## src/rtl/tri_bus_arbiter.sv

```systemverilog
// Output-enable sequencer for a shared tri-state bus: round-robin grant,
// at most one enable at a time, and a fixed all-off gap on every owner change.
module tri_bus_arbiter #(
  parameter  int M    = 4,
  parameter  int HOLD = 4,
  parameter  int TURN = 1,
  localparam int IW   = $clog2(M),
  localparam int HW   = $clog2(HOLD + 1)
) (
  input  logic          clk,
  input  logic          rstN,
  input  logic [M-1:0]  req,
  output logic [M-1:0]  enable,
  output logic [IW-1:0] grant_id,
  output logic          bus_valid,
  output logic [1:0]    dbg_state
);

  // Handshake: req[k] is a level request sampled on every rising edge; the
  // bus is owned by k exactly while enable[k] is high (no ready/ack path).

  typedef enum logic [1:0] {
    ST_IDLE  = 2'd0,
    ST_GRANT = 2'd1,
    ST_GAP   = 2'd2
  } state_t;

  state_t        r_state;
  logic [M-1:0]  r_enable;
  logic [IW-1:0] r_grant_id;
  logic          r_bus_valid;
  logic [IW-1:0] r_ptr;
  logic [HW-1:0] r_hold_cnt;
  logic [2:0]    r_gap_cnt;

  logic          w_found;
  logic [IW-1:0] w_pick;
  logic [IW-1:0] w_idx;
  int            w_sum;
  logic [M-1:0]  w_pick_mask;
  logic [M-1:0]  w_owner_mask;
  logic          w_others;
  logic          w_release;
  logic [IW-1:0] w_next_ptr;

  // Search upward from the pointer with wrap; walking downward lets the
  // nearest set bit overwrite any farther candidate.
  always_comb begin
    w_found = 1'b0;
    w_pick  = '0;
    w_sum   = 0;
    w_idx   = '0;
    for (int i = M - 1; i >= 0; i--) begin
      w_sum = int'(r_ptr) + i;
      if (w_sum >= M) w_sum = w_sum - M;
      w_idx = IW'(w_sum);
      if (req[w_idx]) begin
        w_found = 1'b1;
        w_pick  = w_idx;
      end
    end
  end

  assign w_pick_mask  = M'(1) << w_pick;
  assign w_owner_mask = M'(1) << r_grant_id;
  assign w_others     = |(req & ~w_owner_mask);
  assign w_release    = !req[r_grant_id] || ((r_hold_cnt == HW'(HOLD)) && w_others);
  assign w_next_ptr   = (r_grant_id == IW'(M - 1)) ? '0 : r_grant_id + 1'b1;

  always_ff @(posedge clk or negedge rstN) begin
    if (!rstN) begin
      r_state     <= ST_IDLE;
      r_enable    <= '0;
      r_grant_id  <= '0;
      r_bus_valid <= 1'b0;
      r_ptr       <= '0;
      r_hold_cnt  <= '0;
      r_gap_cnt   <= '0;
    end else begin
      case (r_state)
        ST_IDLE: begin
          if (w_found) begin
            r_state     <= ST_GRANT;
            r_enable    <= w_pick_mask;
            r_grant_id  <= w_pick;
            r_bus_valid <= 1'b1;
            r_hold_cnt  <= HW'(1);
          end
        end
        ST_GRANT: begin
          if (w_release) begin
            // Pointer moves past the old owner so it ranks last next time.
            r_state     <= ST_GAP;
            r_enable    <= '0;
            r_bus_valid <= 1'b0;
            r_ptr       <= w_next_ptr;
            r_gap_cnt   <= 3'd1;
          end else if (r_hold_cnt != HW'(HOLD)) begin
            r_hold_cnt <= r_hold_cnt + 1'b1;
          end
        end
        ST_GAP: begin
          if (r_gap_cnt == 3'(TURN)) begin
            if (w_found) begin
              r_state     <= ST_GRANT;
              r_enable    <= w_pick_mask;
              r_grant_id  <= w_pick;
              r_bus_valid <= 1'b1;
              r_hold_cnt  <= HW'(1);
            end else begin
              r_state <= ST_IDLE;
            end
          end else begin
            r_gap_cnt <= r_gap_cnt + 3'd1;
          end
        end
        default: begin
          r_state     <= ST_IDLE;
          r_enable    <= '0;
          r_bus_valid <= 1'b0;
        end
      endcase
    end
  end

  assign enable    = r_enable;
  assign grant_id  = r_grant_id;
  assign bus_valid = r_bus_valid;
  assign dbg_state = r_state;

endmodule

```

## config.mk

```make
export PLATFORM = sky130hd
export DESIGN_NAME = tri_bus_arbiter
export DESIGN_NICKNAME = d
export VERILOG_FILES = /design/src/rtl/tri_bus_arbiter.sv
export SDC_FILE = /design/constraint.sdc
export NUM_CORES = 1
export LEC_CHECK = 0
export CAP_MARGIN = 10
export CORE_ASPECT_RATIO = 1.1
export CORE_MARGIN = 2
export CORE_UTILIZATION = 50
export CTS_BUF_LIST = sky130_fd_sc_hd__clkbuf_8
export DETAILED_ROUTE_END_ITERATION = 12
export GPL_ROUTABILITY_DRIVEN = 0
export PLACE_DENSITY_LB_ADDON = 0.2
export SYNTH_ARGS = -nofsm -noshare
export SYNTH_HDL_FRONTEND = slang
export SYNTH_SLANG_ARGS = --single-unit
```

## constraint.sdc

```tcl
create_clock -name clk -period 4.2 [get_ports clk]
set_input_delay 0.84 -clock clk [delete_from_list [all_inputs] [get_ports clk]]
set_output_delay 0.84 -clock clk [all_outputs]
set_load 0.01 [all_outputs]
```

**After elaboration in Yosys (flattened, before gate mapping)**

Index checks and enable logic that the tools add are counted.

- Bits in read-only memories: 0
- Bits in latches: 0
- Memories: 0
- Register bits after elaboration: 17
- Logic and storage cells: 103
- RAM bits: 0
- Output and inout port bits: 9

- Equality and inequality tests: 12
- Shift operators: 2
- Div/mod/pow operators: 0
- Reduce and logical (&&, ||, !) cells: 14
- Add/subtract/negate cells: 10
- Multipliers: 0
- Magnitude comparators: 9
- Bitwise gates (word level): 2
- Muxes and demuxes: 47

Operators with widths:

| kind | count |
|---|---|
| $mux 2 | 14 |
| $mux 3 | 6 |
| $lt 2x3->1 const B | 5 |
| $mux 1 | 13 |
| $mux 4 | 3 |
| $ne 2x2->1 const B | 6 |
| $pmux 4 s3 | 1 |
| $bmux 1 s2 | 5 |
| $ge 3x3->1 const B | 3 |
| $pmux 3 s3 | 1 |
| $shl 1x2->4 const A | 2 |
| $sub 2x1->2 const B | 4 |
| $add 2x2->3 const B | 2 |
| $add 3x1->3 const B | 2 |
| $pmux 2 s3 | 1 |
| $pmux 3 s2 | 1 |
| $reduce_and 2->1 | 3 |
| $reduce_and 3->1 | 2 |
| $and 4x4->4 | 1 |
| $eq 2x2->1 const B | 2 |
| $not 4->4 | 1 |
| $pmux 2 s2 | 1 |
| $reduce_and 4->1 | 1 |
| $reduce_bool 2->1 | 2 |
| other kinds (14) | 14 |

**Logic depth before layout (Yosys ltp)**

- Depth after elaboration: 13
- Mapped depth: 7

**Worst setup path after synthesis**

OpenSTA, ideal clock, no wires.

- Path type: input to register
- Start point: input port req[3]
- End point: register r_ptr[0]
- Stages on the path: 3
- Data required time: 4.072 ns
- Path buffers: 0
- Setup slack: 2.193 ns
- Arrival: 1.879 ns
- Path through: mux4_2 -> a21oi_4 -> mux2_1

- Word-level cells in the longest chain between the ends: 5
- Elaborated cells between the ends (all ways): 8

RTL lines:

| what | RTL line | source |
|---|---|---|
| start: declaration | 12 | `input logic [M-1:0] req,` |
| $bmux 1 s2 or $and 4x4->4 (tied branches) | 67, 66 |  |
| $mux 1 (implied by the code) or $reduce_or 4->1 (tied branches) | 67, 66 |  |
| $logic_not 1->1 or $logic_and 1x1->1 (tied branches) | 67 | `assign w_release = !req[r_grant_id] \|\| ((r_hold_cnt == HW'(HOLD)) && w_others);` |
| $logic_or 1x1->1 * | 67 |  |
| $reduce_and 2->1 (no line) * | - |  |
| end signal: assignment | 96 | `r_ptr <= w_next_ptr;` |
| end: declaration | 32 | `logic [IW-1:0] r_ptr;` |

Every way passes the cells marked *; elsewhere a longest branch is shown, timed or not. The select of a mux whose other input is x is not followed.
A chain may end at the register's enable or synchronous reset.

**Final worst setup path**

- Start point: input port req[3]
- End point: register r_ptr[1]

Same word-level chain as after synthesis.

==> impl_metrics.tcl <==
set metrics [dict create \
    boundaryPins 15 \
    nNetsFinal 140 \
    r2r-start "grant_id[0]$_DFFE_PN0P_" \
    first_pass_iters 4 \
    synthCells 110 \
    antenna_found_initial 0 \
    syn_area_per_cell_um2 10.0 \
    ctsResizeCount 0 \
    whs_endpoint "enable[2]$_DFFE_PN0P_" \
    status "finished, final reports clean" \
    numCtsBuffers 3 \
    pwr-share-seq 0.343 \
    ys_types 42 \
    end_kind "flip-flop" \
    synth_area_leader_cell "dfrtp_1" \
    critPathRequiredTime_ns 4.34 \
    clkTransAtPathRegs_ns 0.08 \
    synth_edf_count 0 \
    clockPowerShare 0.131 \
    grt_pass1_wl_um 3740 \
    synthFlopType "dfrtp_1" \
    hold_viol_final 0 \
    drtIter0Drc 33 \
    peakVddDrop_mv 0.381 \
    avgViaCountPerCell 5.90 \
    cts_buffer_depth 2 \
    yosys-top-cells-count "17 x dfrtp_1, 9 x nand2b_1, 9 x nor2_1" \
    hold_class "reg2reg" \
    vias 902 \
    place_inst 149 \
    start_kind "primary input" \
    synthTopCellsByArea "dfrtp_1 39%, ha_1 9.1%, nand2b_1 5.1%, nor2_1 3.1%, mux2_1 3.1%" \
    synth_top_area_frac 0.386 \
    drv_slew 0 \
    pre_cts_ws_ns 1.53 \
    fin_area_um2 1310 \
    port_buffers 14 \
    reg2reg_slack_ns 2.30 \
    cts_sinks 17 \
    cts_setup_buffers 0 \
    ys.warnings.count 0 \
    power_density_nw_per_um2 736 \
    min_path_cells 1 \
    rows 17 \
    ctsHoldBuffers 0 \
    min_from "enable[2]$_DFFE_PN0P_" \
    ys_ff_latch 17 \
    start_util 0.540 \
    leakagePower_uw 0.000552 \
    p_int_uw 551 \
    slew_headroom 0.490 \
    fill_cells 173 \
    diodes 0 \
    placed_area_um2 1270 \
    fin_crit_ns 2.41 \
    fmax_ghz 0.415 \
    tns_ns 0 \
    rsz0062_at_grt "false" \
    fin_cells 153 \
    grt_remaining_overflow 0 \
    setup_violations 0 \
    arrival_ns 2.55 \
    path_class "in2reg" \
    finalPower_uw 966 \
    p_comb_frac 0.526 \
    netlist_area_um2 1100 \
    post-route-drc-count 0 \
    cts_max_level 1 \
    fp.dieW_um 48.8 \
    routed_wl_um 2270 \
    maxCapViolations 0 \
    ys_seq_area_frac 0.386 \
    wire_per_inst_um 14.8 \
    fin_crit_sh 0.573 \
    p_switching_uw 415 \
    rr_endpoint "r_ptr[1]$_DFFE_PN0P_" \
    yosysMostFrequentCell "dfrtp_1" \
    ant_nets 0 \
    fin_ws_ns 1.79 \
    worst_pin_slew_ns 0.762 \
    grt_max_degree 18 \
    async_reset_ff_frac 1.00 \
    die_y_um 53.2 \
    grt_usage 0.193 \
    sw_frac_of_total 0.429 \
    reg2reg_depth 6 \
    clock-root-buffer "clkbuf_8" \
    core-area_um2 2040 \
    fin_skew_ns 0.00651 \
    clk_latency_ns 0.25 \
    cts_tree "built" \
    die-area_um2 2600 \
    drive_gt1_frac 0.0800 \
    first_global_vias 844 \
    dpl.hpwl_um 1700 \
    syn_nets 124 \
    synthToLayoutAreaGrowth_pct 19.1 \
    cp_max_fo 8 \
]
[layout by cell type (no fill, tap or decap), types with 2 or more instances in the layout]
cell type / n
a21oi_1: 5
a32o_1: 2
clkbuf_8: 3
clkdlybuf4s50_1: 14
dfrtp_1: 17
ha_1: 8
inv_1: 6
mux2_1: 3
nand2_1: 4
nand2b_1: 9
nand3_1: 2
nand4_1: 2
nor2_1: 9
nor2b_1: 2
o21a_1: 2
o21ai_0: 4
o21ai_1: 2
o2bb2ai_1: 3
o31ai_1: 2
xor2_1: 2
[power groups by stage]
stage / registers (uW) / logic, uW / clock network (uW)
2_1_floorplan: 314 / 355 / 0
3_3_place_gp: 329 / 498 / 0
3_5_place_dp: 334 / 508 / 0
4_1_cts: 331 / 511 / 129
5_1_grt: 345 / 558 / 134
6_report: 332 / 508 / 126
[metal layers]
metal  share of wire  up-vias  track usage
li1                -      443            -
met1            0.44      424        0.230
met2            0.49       31        0.333
met3           0.052        4       0.0339
met4           0.015        0        0.110
met5               0        -            0
[worst max path at each step]
stage                 from                    to  slack [ns]  cells after the start
floorplan           req[3]  r_ptr[0]$_DFFE_PN0P_        2.19                      3
global placement    req[3]  r_ptr[1]$_DFFE_PN0P_        1.59                      4
detailed placement  req[3]  r_ptr[0]$_DFFE_PN0P_        1.53                      4
CTS                 req[3]  r_ptr[1]$_DFFE_PN0P_        1.79                      4
global route        req[3]  r_ptr[1]$_DFFE_PN0P_        1.72                      4
finish              req[3]  r_ptr[1]$_DFFE_PN0P_        1.79                      4
[critical path, stage by stage]
cell	delay, ns
clkdlybuf4s50_1	0.54
mux4_2	0.64
a21oi_4	0.20
mux2_1	0.34
[through the flow]
step                      utilization  hold slack (ns)
final                           0.643            0.492
after global routing            0.643            0.520
after CTS                       0.643            0.498
after detailed placement        0.620            0.481
after global placement          0.620            0.477
after floorplan                     -            0.496
[flip-flops by register name, summed over array words and instances, names as in the netlist]
name,count
bus_valid,1
dbg_state,2
enable,4
grant_id,2
r_gap_cnt,3
r_hold_cnt,3
r_ptr,2
[layout make-up]
class,count,area [um^2],share of cell area
Multi-Input combinational cell,83,639,0.487
Sequential cell,17,425,0.324
Timing Repair Buffer,14,140,0.107
Clock buffer,3,41.3,0.0315
Tap cell,28,35.0,0.0267
Inverter,7,26.3,0.0200
Clock inverter,1,5.00,0.00381
[kinds of logic (layout without fill, tap and decap cells)]
group,Yosys count,after routing,share of synthesized area
AOI/OAI and AO/OA,35,35,0.252
DFF,17,17,0.386
adders and majority gates,8,8,0.0908
and+or+nand+nor,34,34,0.170
muxes,4,4,0.0511
xor gates and xnor gates,2,2,0.0159
buffers and inverters,10,25,0.0340
(Power assumes the default switching activity.)
